--- src/rtl/udp_vid_pack.sv ---
// Packs 8 consecutive 16-bit pixels into 128-bit frame-buffer words and tracks frame position.
// Optional running pixel sum output enabled by defining UDP_VID_PACK_SUM_EN.
module udp_vid_pack #(
    parameter int H_ACTIVE = 640,
    parameter int V_ACTIVE = 480
) (
    input  logic         vid_clk,
    input  logic         rstn,
    input  logic         vid_vs,
    input  logic         vid_de,
    input  logic [15:0]  vid_data,
    input  logic         wr_full,
    output logic         wr_en,
    output logic [127:0] wr_data,
    output logic         frame_start,
    output logic         frame_done,
    output logic [10:0]  pix_x,
    output logic [9:0]   line_y,
    output logic         err_short,
    output logic         err_ovf
`ifdef UDP_VID_PACK_SUM_EN
    ,
    output logic [31:0]  frame_sum
`endif
);

    generate
        if (H_ACTIVE > 2048 || V_ACTIVE > 1024 || (H_ACTIVE % 8) != 0) begin : g_bad_cfg
            $error("udp_vid_pack: H_ACTIVE must be a multiple of 8 and <= 2048, V_ACTIVE <= 1024");
        end
    endgenerate

    localparam logic [10:0] H_LAST = 11'(H_ACTIVE - 1);
    localparam logic [9:0]  V_LAST = 10'(V_ACTIVE - 1);

    typedef enum logic [1:0] {ST_IDLE, ST_ACTIVE, ST_DONE} state_t;

    state_t         r_state;
    state_t         w_state_nxt;
    logic [2:0]     r_lane_cnt;
    logic [15:0]    r_lane [0:6];
    logic [10:0]    r_pix_x;
    logic [9:0]     r_line_y;
    logic           r_wr_en;
    logic [127:0]   r_wr_data;
    logic           r_frame_start;
    logic           r_frame_done;
    logic           r_err_short;
    logic           r_err_ovf;

    logic           w_pix_acc;
    logic           w_last_pix;
    logic           w_word_done;

    // vid_vs always wins over a coincident pixel.
    assign w_pix_acc   = (r_state == ST_ACTIVE) && vid_de && !vid_vs;
    assign w_last_pix  = (r_pix_x == H_LAST) && (r_line_y == V_LAST);
    assign w_word_done = w_pix_acc && (r_lane_cnt == 3'd7);

    // NOTE: next-state defaults to the current state first so no path leaves it unassigned (no latch).
    always_comb begin
        w_state_nxt = r_state;
        case (r_state)
            ST_IDLE:   if (vid_vs) w_state_nxt = ST_ACTIVE;
            ST_ACTIVE: if (!vid_vs && w_pix_acc && w_last_pix) w_state_nxt = ST_DONE;
            ST_DONE:   if (vid_vs) w_state_nxt = ST_ACTIVE;
            default:   w_state_nxt = ST_IDLE;
        endcase
    end

    // NOTE: sequential state uses non-blocking assignments so every register samples pre-edge values.
    always_ff @(posedge vid_clk or negedge rstn) begin
        if (!rstn) r_state <= ST_IDLE;
        else       r_state <= w_state_nxt;
    end

    // NOTE: the lane buffer carries no reset; a cleared lane counter already discards stale lanes.
    always_ff @(posedge vid_clk) begin
        if (w_pix_acc && r_lane_cnt != 3'd7) r_lane[r_lane_cnt] <= vid_data;
    end

    always_ff @(posedge vid_clk or negedge rstn) begin
        if (!rstn) begin
            r_lane_cnt    <= 3'd0;
            r_pix_x       <= 11'd0;
            r_line_y      <= 10'd0;
            r_wr_en       <= 1'b0;
            r_wr_data     <= 128'd0;
            r_frame_start <= 1'b0;
            r_frame_done  <= 1'b0;
            r_err_short   <= 1'b0;
            r_err_ovf     <= 1'b0;
        end else begin
            r_wr_en       <= 1'b0;
            r_frame_start <= 1'b0;
            r_frame_done  <= 1'b0;
            r_err_short   <= 1'b0;
            if (vid_vs) begin
                r_frame_start <= 1'b1;
                r_err_short   <= (r_state == ST_ACTIVE);
                r_lane_cnt    <= 3'd0;
                r_pix_x       <= 11'd0;
                r_line_y      <= 10'd0;
                r_err_ovf     <= 1'b0;
            end else if (w_pix_acc) begin
                r_lane_cnt <= r_lane_cnt + 3'd1;
                // The final pixel leaves the position parked on the last column/line.
                if (!w_last_pix) begin
                    if (r_pix_x == H_LAST) begin
                        r_pix_x  <= 11'd0;
                        r_line_y <= r_line_y + 10'd1;
                    end else begin
                        r_pix_x <= r_pix_x + 11'd1;
                    end
                end
                if (w_word_done) begin
                    r_wr_en      <= !wr_full;
                    r_frame_done <= w_last_pix;
                    if (wr_full) r_err_ovf <= 1'b1;
                    else r_wr_data <= {vid_data, r_lane[6], r_lane[5], r_lane[4],
                                       r_lane[3], r_lane[2], r_lane[1], r_lane[0]};
                end
            end
        end
    end

`ifdef UDP_VID_PACK_SUM_EN
    logic [31:0] r_frame_sum;

    always_ff @(posedge vid_clk or negedge rstn) begin
        if (!rstn)          r_frame_sum <= 32'd0;
        else if (vid_vs)    r_frame_sum <= 32'd0;
        else if (w_pix_acc) r_frame_sum <= r_frame_sum + {16'd0, vid_data};
    end

    assign frame_sum = r_frame_sum;
`endif

    assign wr_en       = r_wr_en;
    assign wr_data     = r_wr_data;
    assign frame_start = r_frame_start;
    assign frame_done  = r_frame_done;
    assign pix_x       = r_pix_x;
    assign line_y      = r_line_y;
    assign err_short   = r_err_short;
    assign err_ovf     = r_err_ovf;

endmodule

--- config.mk ---
export PLATFORM = sky130hd
export DESIGN_NAME = udp_vid_pack
export DESIGN_NICKNAME = d
export VERILOG_FILES = /design/src/rtl/udp_vid_pack.sv
export SDC_FILE = /design/constraint.sdc
export NUM_CORES = 1
export LEC_CHECK = 0
export ABC_AREA = 1
export ABC_CLOCK_PERIOD_IN_PS = 3100
export CORE_MARGIN = 4
export CORE_UTILIZATION = 41
export CTS_CLUSTER_SIZE = 8
export DETAILED_ROUTE_END_ITERATION = 6
export GPL_TIMING_DRIVEN = 0
export PLACE_DENSITY_LB_ADDON = 0.1
export RECOVER_POWER = 100
export SYNTH_ARGS = -nofsm -noshare
export SYNTH_HDL_FRONTEND = slang
export SYNTH_SLANG_ARGS = --single-unit
export TNS_END_PERCENT = 100
--- constraint.sdc ---
create_clock -name vid_clk -period 3.1 [get_ports vid_clk]
set_clock_uncertainty 0.2 [all_clocks]
set_input_delay 0.93 -clock vid_clk [delete_from_list [all_inputs] [get_ports vid_clk]]
set_output_delay 0.93 -clock vid_clk [all_outputs]
set_load 0.02 [all_outputs]
==> impl_metrics.py, run 1 <==
metrics = {
    "logic_synthesis": {
        "synth_cells": 933,
        "syn-mean-instance-area_sq_um": 10.8,
        "ys_seq_elements": 271,
        "ys_warn_count": 0,
        "synth_area_sq_mm": 0.0101,
        "seq_area_frac_synth": 0.727,
        "synth_cell_types": 29,
        "synth_nets": 958,
    },
    "die": {
        "rows": 57,
        "die_y_microns": 165,
        "start_util": 0.417,
        "die-area_sq_mm": 0.0272,
        "die_w_microns": 165,
        "io_pins": 175,
        "core_area_sq_mm": 0.0242,
    },
    "setup_path": {
        "r2r_cells": 6,
        "cp.required_ns": 3.04,
        "cp_num_buf_inv": 3,
        "end_kind": "flop",
        "rrSetupSlack_ns": 0.51,
        "critPathMaxFanout": 9,
        "slowest_stage": "nor4_2",
        "critical-path-max-stage-delay_ns": 0.50,
        "cp.arrival_ns": 2.81,
        "r2r_start": "r_lane_cnt[0]",
        "startpoint_type": "input port",
        "cp_top_family": "buffers and inverters",
        "crit_type": "input port to flop",
        "r2r_end": "r_lane[2][7]",
        "path_cells": "clkdlybuf4s50_1, buf_2, nor2_8, nand2_1, nor4_2, clkbuf_1",
    },
    "finish": {
        "final_core_util": 0.553,
        "final_common_cell": "nand2_1",
        "drive_above_1_share": 0.0653,
        "stdcell_count": 1503,
        "regArea_sq_mm": 0.00734,
        "area_delta_synth_final_pct": 32.8,
        "final_cell_mix": "481 x nand2_1, 170 x dlygate4sd3_1, 159 x dfrtp_1",
        "antenna_cells": 0,
        "finalNetCount": 1179,
        "multi_input_area_sq_mm": 0.00248,
        "filler_cell_count": 2177,
    },
    "detailed_routing": {
        "ant_nets": 0,
        "via_per_inst": 4.63,
        "vias": 6958,
        "drc": 0,
        "drt_iter0_drc": 367,
        "drt_pass1_iterations": 5,
        "totalWireLength_mm": 25.4,
        "post_drt_wl_per_cell_microns": 16.9,
    },
    "timing": {
        "whs_ns": 0.230,
        "worstMarginPinSlew_ns": 1.40,
        "fin_crit_sh": 0.925,
        "final-setup-viol-count": 0,
        "grt_setup_unrepaired": "false",
        "maxSlewViolCount": 0,
        "worst_slack_ns": 0.232,
        "relSlewSlack": 0.0674,
        "finalHoldViolations": 0,
        "fmax_mhz": 349,
        "period_minus_slack_ns": 2.87,
    },
    "power": {
        "p_per_area_mw_per_mm2": 596,
        "p_total_mw": 7.99,
        "ir_worst_vdd_mv": 0.351,
        "leakage_nw": 6.63,
    },
    "global_routing": {
        "grt_usage": 0.190,
        "grt_start_max_net_pins": 108,
        "grt_pass1_wl_mm": 39.2,
        "antenna_found_initial": 0,
        "grt_pass1_vias": 6672,
        "grt-ovfl-total": 0,
    },
    "placed_design": {
        "dp_cells": 1437,
        "gp_congestion": 0.820,
        "portBuffers": 174,
        "dp_hpwl_mm": 16.5,
        "dp_slack_ns": -0.565,
    },
    "clock_tree": {
        "clkSinkCount": 271,
        "clk_latency_ns": 0.50,
        "htree_num_levels": 2,
        "numCtsBuffers": 39,
        "clockRootBuffer": "clkbuf_16",
        "cts_hold_buf": 0,
        "clk_path_buf_depth": 3,
        "cts_tree": "yes",
        "path_clk_slew_ns": 0.05,
    },
    "hold_path": {
        "hold_path_class": "flop to flop",
        "hold_path_end": "wr_data[82]",
        "min_from": "r_lane[5][2]",
        "hold_path_depth": 2,
    },
    "status": {
        "outcome": "complete, no violations",
    },
    "run": {
        "cap_violations": 0,
    },
}
## area by class of cell
type                       count  area share
tap                          324      0.0302
timing repair buffer         180       0.133
buffer                        34      0.0121
clock buffer                  65      0.0832
sequential                   271       0.547
inverter                      29     0.00811
clock inverter                 1     0.00149
multi-input combinational    599       0.185
## metrics by stage
| stage | setup TNS (ns) | instance area [sq um] |
|---|---|---|
| floorplan | -13.80 | 10100 |
| global placement | -1081.58 | 12300 |
| detailed placement | -22.30 | 12400 |
| CTS | 0 | 13500 |
| global route | 0 | 13400 |
| finish | 0 | 13400 |
## cells in the mapped netlist
cell / instances / share of area
edfxtp_1: 112 / 0.33
nor2_2: 2 / 0.0012
clkbuf_1: 2 / 0.00074
nor2_8: 1 / 0.0020
nand3b_1: 1 / 0.00074
o21a_1: 1 / 0.00074
dfrtp_1: 159 / 0.39
buf_2: 18 / 0.0089
a21oi_1: 3 / 0.0015
nor2_1: 44 / 0.016
nor4_1: 2 / 0.0012
nand3_1: 28 / 0.014
o21ai_0: 10 / 0.0050
buf_6: 1 / 0.0011
nor3_1: 4 / 0.0020
o21ai_1: 3 / 0.0015
nand2_1: 480 / 0.18
xnor2_1: 1 / 0.00087
ha_1: 4 / 0.0050
xor2_1: 3 / 0.0026
nand4_1: 3 / 0.0019
nand3_2: 3 / 0.0030
or2_2: 2 / 0.0012
inv_1: 27 / 0.010
buf_4: 13 / 0.0097
o21ai_2: 1 / 0.00087
nor2_4: 1 / 0.0011
inv_2: 2 / 0.00074
nand2_2: 2 / 0.0012
## worst register-to-register path, cell delays in order (launching register included)
cell and delay (ns):
dfrtp_1 0.43, ha_1 0.22, ha_1 0.21, inv_1 0.10, nand2_1 0.10, nor4_2 0.50
clkbuf_1 0.47
## state kept, by name (all words and copies together) (netlist names)
signal       cells
r_state          2
err_short        1
frame_start      1
wr_en            1
wr_data        128
r_lane         112
frame_done       1
err_ovf          1
r_lane_cnt       3
line_y          10
pix_x           11
## power breakdown
group,total (mW),switching (mW),internal (mW)
registers,3.83,0.0273,3.80
clock network,3.89,1.46,2.43
logic,0.269,0.198,0.0709
## worst max-delay path by stage
stage	cells after the start	end	startpoint	slack, ns
after floorplan	4	r_lane[2][0]	vid_vs	-0.43
after global placement	1	wr_data[18]	rstn	-6.14
after CTS	5	r_lane[1][12]	vid_vs	0.28
after detailed placement	5	r_lane[3][5]	vid_vs	-0.56
after global routing	8	wr_data[18]	vid_vs	0.09
final	6	r_lane[2][7]	vid_vs	0.23
## metal layers
layer	wire length, microns	vias up	GRT usage
met4	443	0	0.0457
met1	11400	3313	0.271
met2	12100	177	0.296
met3	1510	34	0.0469
met5	0	-	0
li1	-	3434	-
## timing repair
action                     4_1_cts  5_1_grt
gates resized for setup          1        0
setup buffers                    0        0
setup endpoints to repair       16        0
## cells by family (layout without fill, tap and decap cells)
| kind of cell | after synthesis | after routing | synth area share |
|---|---|---|---|
| AOI/OAI and AO/OA | 18 | 18 | 0.00954 |
| xor gates and xnor gates | 4 | 4 | 0.00347 |
| adders and majority gates | 4 | 4 | 0.00495 |
| buffers and inverters | 63 | 309 | 0.0312 |
| DFF | 271 | 271 | 0.727 |
| and+or+nand+nor | 573 | 573 | 0.224 |
No activity file was read; power rests on OpenSTA's default activity.
==> inputs of run 2 (changes only) <==
--- a/config.mk
+++ b/config.mk
@@ -5,7 +5,6 @@
 export SDC_FILE = /design/constraint.sdc
 export NUM_CORES = 1
 export LEC_CHECK = 0
-export ABC_AREA = 1
 export ABC_CLOCK_PERIOD_IN_PS = 3100
 export CORE_MARGIN = 4
 export CORE_UTILIZATION = 41
==> run 2 against run 1 <==
Effect of this change: the run now ends with capacitance limit, slew limit left; wire length decreased by 8.4%; synthesized cell count down 41%; critical path depth shrank 2; combinational power shrank 32%; synthesized area is 4.0% lower; global-route usage down 1.2 points; count of clock-buffer cells in the layout increased by 4; sequential share of layout area rose by 1.0 points; fmax decreased by 2.1%; first-iteration DRC count shrank 34%; sequential power about the same; largest cell class unchanged; largest power group unchanged.
==> impl_metrics.py, run 2 <==
metrics = {
    "status": {
        "outcome": "finished with violations",
        "violations": "capacitance limit, slew limit",
    },
    "detailed_routing": {
        "drt_iter0_drc": 244,
        "vias": 5553,
        "drt_pass1_iterations": 4,
        "ant_nets": 0,
        "via_per_inst": 4.93,
        "drc": 0,
        "post_drt_wl_per_cell_microns": 20.7,
        "totalWireLength_mm": 23.3,
    },
    "power": {
        "swShare": 0.204,
        "pwr-share-clk": 0.493,
        "sequentialPowerShare": 0.484,
        "ir_worst_vdd_mv": 0.381,
        "leakage_nw": 5.97,
        "p_total_mw": 7.85,
        "intPower_mw": 6.25,
        "p_sw_mw": 1.61,
        "power_frac_comb": 0.023,
        "p_per_area_mw_per_mm2": 596,
    },
    "global_routing": {
        "grt_busiest_layer": "met2",
        "grt_pass1_wl_mm": 36.0,
        "grt-ovfl-total": 0,
        "met1_usage": 0.228,
        "grt_start_max_net_pins": 82,
        "use_met2": 0.298,
        "grt_usage": 0.178,
        "grt_pass1_vias": 6195,
        "antenna_found_initial": 0,
        "met3_usage": 0.0533,
    },
    "clock_tree": {
        "clk_path_buf_depth": 3,
        "path_clk_slew_ns": 0.05,
        "htree_num_levels": 2,
        "clk_latency_ns": 0.51,
        "cts_tree": "yes",
        "numCtsBuffers": 39,
        "clkSinkCount": 271,
        "clockRootBuffer": "clkbuf_16",
    },
    "finish": {
        "area_delta_synth_final_pct": 35.8,
        "drive_above_1_share": 0.264,
        "largest_reg_flops": 128,
        "finalNetCount": 802,
        "stdcell_area_sq_mm": 0.0132,
        "final_cell_mix": "171 x dlygate4sd3_1, 159 x dfrtp_1, 128 x mux2_2",
        "antenna_cells": 0,
        "final_common_cell": "dlygate4sd3_1",
    },
    "logic_synthesis": {
        "synth_top_area_frac": 0.410,
        "synth_enable_flop_cells": 112,
        "synth_nets": 576,
        "yosys-top-cells-count": "159 x dfrtp_1, 128 x mux2_2, 112 x edfxtp_1, 23 x nor2_1, 18 x a21oi_1",
        "synth_cell_types": 39,
        "syn-mean-instance-area_sq_um": 17.6,
        "async_flop_share": 0.587,
        "yosysMostFrequentCell": "dfrtp_1",
        "ys_seq_elements": 271,
        "synth_cells": 551,
        "synthTopCellsByArea": "dfrtp_1 41%, edfxtp_1 35%, mux2_2 15%",
        "seq_area_frac_synth": 0.757,
        "ys_warn_count": 0,
        "synth_top_cell_by_area": "dfrtp_1",
        "synth_ff_type": "dfrtp_1",
        "synth_area_sq_mm": 0.00970,
    },
    "timing": {
        "relSlewSlack": -0.447,
        "maxSlewViolCount": 81,
        "period_minus_slack_ns": 2.93,
        "final-setup-viol-count": 0,
        "fin_crit_sh": 0.945,
        "fmax_mhz": 341,
        "worstMarginPinSlew_ns": 2.17,
        "finalHoldViolations": 0,
        "grt_setup_unrepaired": "false",
    },
    "setup_path": {
        "crit_type": "input port to flop",
        "slowest_stage": "or4_1",
        "startpoint_type": "input port",
        "end_kind": "flop",
        "cp.arrival_ns": 2.95,
        "cp.required_ns": 3.12,
        "path_cells": "dlygate4sd3_1, or4_1, nor2_2, buf_16",
        "critical-path-max-stage-delay_ns": 0.67,
        "critPathMaxFanout": 11,
    },
    "die": {
        "core_area_sq_mm": 0.0234,
        "die_w_microns": 162,
        "die-area_sq_mm": 0.0262,
        "io_pins": 175,
        "start_util": 0.415,
        "die_y_microns": 162,
        "rows": 56,
    },
    "placed_design": {
        "gp_congestion": 0.800,
        "portBuffers": 174,
        "dpl-instance-area_sq_mm": 0.0120,
        "dp_hpwl_mm": 15.6,
    },
    "hold_path": {
        "hold_path_class": "flop to flop",
    },
    "run": {
        "cap_violations": 1,
    },
}
==> run 2: cell count changes in the layout (fill, tap and decap cells not counted), moves of 5 or more <==
cell      change
inv_1        -27
clkbuf_1     -13
nand2_1     -466
clkbuf_4      +6
o21ai_0       -7
buf_2         -7
nor2_1       -26
nand3_1      -22
or4_1         +6
o31ai_1       +5
a21oi_1      +15
xnor2_1       +5
mux2_2      +128
==> run 2: what timing repair did <==
item | CTS | global route
endpoints found under the hold margin | 0 | 0
setup endpoints to repair | 51 | 154
setup buffers | 0 | 4
gates cloned | 0 | 0
hold buffers | 0 | 0
pin swaps | 0 | 2
gates resized for setup | 5 | 4
==> run 2: cell families (layout without fill, tap and decap cells) <==
group           count (synthesis)  after routing  share of synthesized area
xor+xnor                        9              9                    0.00812
simple gates                   87             87                     0.0517
mux                           129            129                      0.150
flops                         271            271                      0.757
buf+inv                        19            275                    0.00993
compound gates                 32             32                     0.0188
fa+ha+maj                       4              4                    0.00516
==> run 2: per-stage QoR <==
| stage | instances | util | setup TNS [ns] | hold WS [ns] | setup WS (ns) |
|---|---|---|---|---|---|
| 3_3_place_gp | 1044 | 0.507 | -1105.91 | 0.256 | -5.89 |
| 6_report | 1126 | 0.563 | 0 | 0.266 | 0.170 |
| 2_1_floorplan | 551 | - | 0 | 0.254 | 0.164 |
| 4_1_cts | 1122 | 0.563 | -0.150 | 0.207 | -0.0151 |
| 3_5_place_dp | 1051 | 0.514 | -97.75 | 0.261 | -0.623 |
| 5_1_grt | 1126 | 0.563 | 0 | 0.278 | 0.0188 |
==> run 2: power groups by stage <==
stage | registers [mW] | logic (mW) | clock network [mW]
2_1_floorplan | 3.87 | 0.0365 | 0
3_3_place_gp | 3.86 | 0.177 | 0
3_5_place_dp | 3.86 | 0.196 | 0
4_1_cts | 3.80 | 0.196 | 3.97
6_report | 3.80 | 0.182 | 3.87
5_1_grt | 3.80 | 0.205 | 4.13
==> run 2: final timing paths <==
kind	start	endpoint	slack (ns)	depth (start not counted)
setup / recovery	vid_vs	r_lane[6][7]	0.17	4
hold / removal	r_lane[6][13]	wr_data[109]	0.27	1
setup reg to reg	line_y[0]	pix_x[6]	0.39	6
hold reg to reg	r_lane[6][13]	wr_data[109]	0.27	1
max in group asynchronous	rstn	wr_data[30]	0.56	1
min in group asynchronous	rstn	wr_data[35]	0.81	1
==> run 2: final cells by class <==
cell class / count / area (sq um)
timing repair buffer: 185 / 1910
sequential: 271 / 7340
multi-input combinational: 261 / 2280
clock buffer: 69 / 1110
buffer: 18 / 105
fill: 1920 / 10200
tap: 319 / 399
inverter: 1 / 3.75
clock inverter: 2 / 25.0
==> run 2: critical path: cells and delay by family <==
kind | cells | cell delay [ns]
buf+inv | 2 | 0.85
simple gates | 2 | 1.15
==> run 2: metal layers <==
| metal | wire, microns | vias to the layer above |
|---|---|---|
| met5 | 0 | - |
| met4 | 315 | 0 |
| met3 | 1630 | 24 |
| met2 | 11500 | 172 |
| met1 | 9870 | 2848 |
| li1 | - | 2509 |
==> inputs of run 3 (changes only) <==
--- a/config.mk
+++ b/config.mk
@@ -6,7 +6,7 @@
 export NUM_CORES = 1
 export LEC_CHECK = 0
 export ABC_CLOCK_PERIOD_IN_PS = 3100
-export CORE_MARGIN = 4
+export CORE_MARGIN = 5
 export CORE_UTILIZATION = 41
 export CTS_CLUSTER_SIZE = 8
 export DETAILED_ROUTE_END_ITERATION = 6
==> constraint.sdc (replaced) <==
create_clock -name vid_clk -period 3.1 [get_ports vid_clk]
set_clock_uncertainty 0.2 [all_clocks]
set_input_delay 0.93 -clock vid_clk [delete_from_list [all_inputs] [get_ports vid_clk]]
set_output_delay 0.93 -clock vid_clk [all_outputs]
set_load 0.005 [all_outputs]
==> run 3 against run 2 <==
Effect of this change: the flow still finishes with violations (capacitance limit, slew limit); global-route usage is 0.39 points lower; die area is 2.5% higher; first-iteration DRC count is 4.1% lower; count of clock-buffer cells in the layout is 1 lower; wire length is 2.2% lower; hold slack better by 0.0015 ns; fmax is 1.5% lower; clock power hardly changed; non-clock buffer count is 2 lower; setup slack worse by 0.045 ns; via count hardly changed; critical path depth is 1 higher; largest cell class unchanged; highest routed layer unchanged.
==> impl_metrics.py, run 3 (synthesis gave the netlist of run 2 again) <==
metrics = {
    "power": {
        "intPower_mw": 6.24,
        "p_per_area_mw_per_mm2": 595,
        "ir_worst_vdd_mv": 0.301,
        "swShare": 0.202,
        "pwr-share-clk": 0.492,
        "p_total_mw": 7.81,
        "power_frac_comb": 0.022,
        "p_sw_mw": 1.57,
        "sequentialPowerShare": 0.487,
        "leakage_nw": 5.95,
    },
    "clock_tree": {
        "numCtsBuffers": 39,
        "clkSinkCount": 271,
        "clk_path_buf_depth": 3,
        "clockRootBuffer": "clkbuf_16",
        "clk_latency_ns": 0.50,
        "htree_num_levels": 2,
        "path_clk_slew_ns": 0.05,
        "cts_tree": "yes",
    },
    "detailed_routing": {
        "drc": 0,
        "vias": 5557,
        "ant_nets": 0,
        "drt_pass1_iterations": 4,
        "post_drt_wl_per_cell_microns": 20.3,
        "via_per_inst": 4.95,
        "totalWireLength_mm": 22.8,
        "drt_iter0_drc": 234,
    },
    "timing": {
        "grt_setup_unrepaired": "true",
        "fmax_mhz": 336,
        "period_minus_slack_ns": 2.98,
        "whs_ns": 0.268,
        "finalHoldViolations": 0,
        "final-setup-viol-count": 0,
        "worstMarginPinSlew_ns": 1.91,
        "fin_tns_setup_ns": 0,
        "relSlewSlack": -0.275,
        "maxSlewViolCount": 72,
        "worst_slack_ns": 0.124,
        "fin_crit_sh": 0.960,
    },
    "hold_path": {
        "hold_path_class": "flop to flop",
        "min_from": "r_lane[5][13]",
        "hold_path_depth": 1,
        "hold_path_end": "wr_data[93]",
    },
    "setup_path": {
        "r2r_end": "line_y[8]",
        "r2r_cells": 7,
        "end_kind": "flop",
        "cp.arrival_ns": 2.98,
        "startpoint_type": "input port",
        "rrSetupSlack_ns": 0.35,
        "critPathMaxFanout": 11,
        "crit_type": "input port to flop",
        "cp.required_ns": 3.10,
        "r2r_start": "pix_x[0]",
    },
    "placed_design": {
        "gp_congestion": 0.785,
        "dpl-instance-area_sq_mm": 0.0120,
        "portBuffers": 174,
        "dp_hpwl_mm": 15.4,
        "dp_slack_ns": -0.670,
    },
    "global_routing": {
        "grt_busiest_layer": "met2",
        "met1_usage": 0.228,
        "grt-ovfl-total": 0,
        "antenna_found_initial": 0,
        "grt_pass1_wl_mm": 35.4,
        "grt_usage": 0.174,
        "use_met2": 0.279,
        "grt_pass1_vias": 6065,
        "grt_start_max_net_pins": 89,
        "met3_usage": 0.0605,
    },
    "die": {
        "die_y_microns": 164,
        "rows": 56,
        "die_w_microns": 164,
        "start_util": 0.415,
        "die-area_sq_mm": 0.0268,
        "core_area_sq_mm": 0.0234,
        "io_pins": 175,
    },
    "finish": {
        "filler_cell_count": 1917,
        "finalNetCount": 800,
        "area_delta_synth_final_pct": 35.3,
        "largest_reg_flops": 128,
        "stdcell_area_sq_mm": 0.0131,
        "final_cell_mix": "170 x dlygate4sd3_1, 159 x dfrtp_1, 128 x mux2_2",
        "final_common_cell": "dlygate4sd3_1",
        "drive_above_1_share": 0.260,
        "antenna_cells": 0,
    },
    "status": {
        "outcome": "finished with violations",
        "violations": "capacitance limit, slew limit",
    },
    "run": {
        "cap_violations": 1,
    },
}
-- run 3: cell types whose count changed in the layout (fill, tap and decap cells not counted), sizes merged --
| cell | change |
|---|---|
| buf | +4 |
| clkbuf | -7 |
| clkdlybuf4s50 | +1 |
| dlygate4sd3 | -1 |
-- run 3: timing repair --
| item | 4_1_cts | 5_1_grt |
|---|---|---|
| setup buffers | 0 | 1 |
| gates resized for setup | 4 | 2 |
| endpoints found under the setup margin | 19 | 125 |
| pin swaps | 0 | 1 |
| hold buffers | 0 | 0 |
-- run 3: worst max-delay path by stage --
stage | slack (ns) | to | cells past startpoint | from
global placement | -5.79 | wr_data[123] | 1 | rstn
global route | -0.04 | wr_data[94] | 8 | vid_de
detailed placement | -0.67 | wr_data[101] | 8 | vid_de
CTS | 0.003 | wr_data[6] | 8 | vid_de
floorplan | 0.16 | r_lane[2][0] | 3 | vid_de
finish | 0.12 | r_lane[0][5] | 5 | vid_de
-- run 3: worst max-delay path, stage by stage --
cell             delay, ns
clkdlybuf4s50_1       0.50
nand3b_1              0.25
or4_1                 0.62
nor3_4                0.43
buf_8                 0.23
-- run 3: power groups by stage --
stage,clock network [mW],registers [mW],logic (mW)
floorplan,0,3.86,0.0365
global placement,0,3.86,0.166
detailed placement,0,3.86,0.184
CTS,3.96,3.80,0.185
global route,4.13,3.80,0.191
finish,3.84,3.80,0.169
-- run 3: final cells by class --
class | instances | area, sq um | share of cell area
plain buffers | 18 | 97.6 | 0.00744
clock buffers | 68 | 1110 | 0.0843
clock inverters | 2 | 25.0 | 0.00191
inverters | 1 | 3.75 | 0.000286
multi-input cells | 261 | 2280 | 0.173
flip-flops and latches | 271 | 7340 | 0.559
well taps | 319 | 399 | 0.0304
repair buffers | 183 | 1880 | 0.143
-- run 3: stage by stage --
step | std cells | utilization
3_5_place_dp | 1051 | 0.513
2_1_floorplan | 551 | -
5_1_grt | 1123 | 0.561
3_3_place_gp | 1044 | 0.507
4_1_cts | 1121 | 0.562
6_report | 1123 | 0.561
-- run 3: per-layer routing --
metal / routed length (microns) / vias to the layer above
met3: 1820 / 33
li1: - / 2498
met4: 417 / 0
met1: 9560 / 2847
met2: 11000 / 179
met5: 0 / -
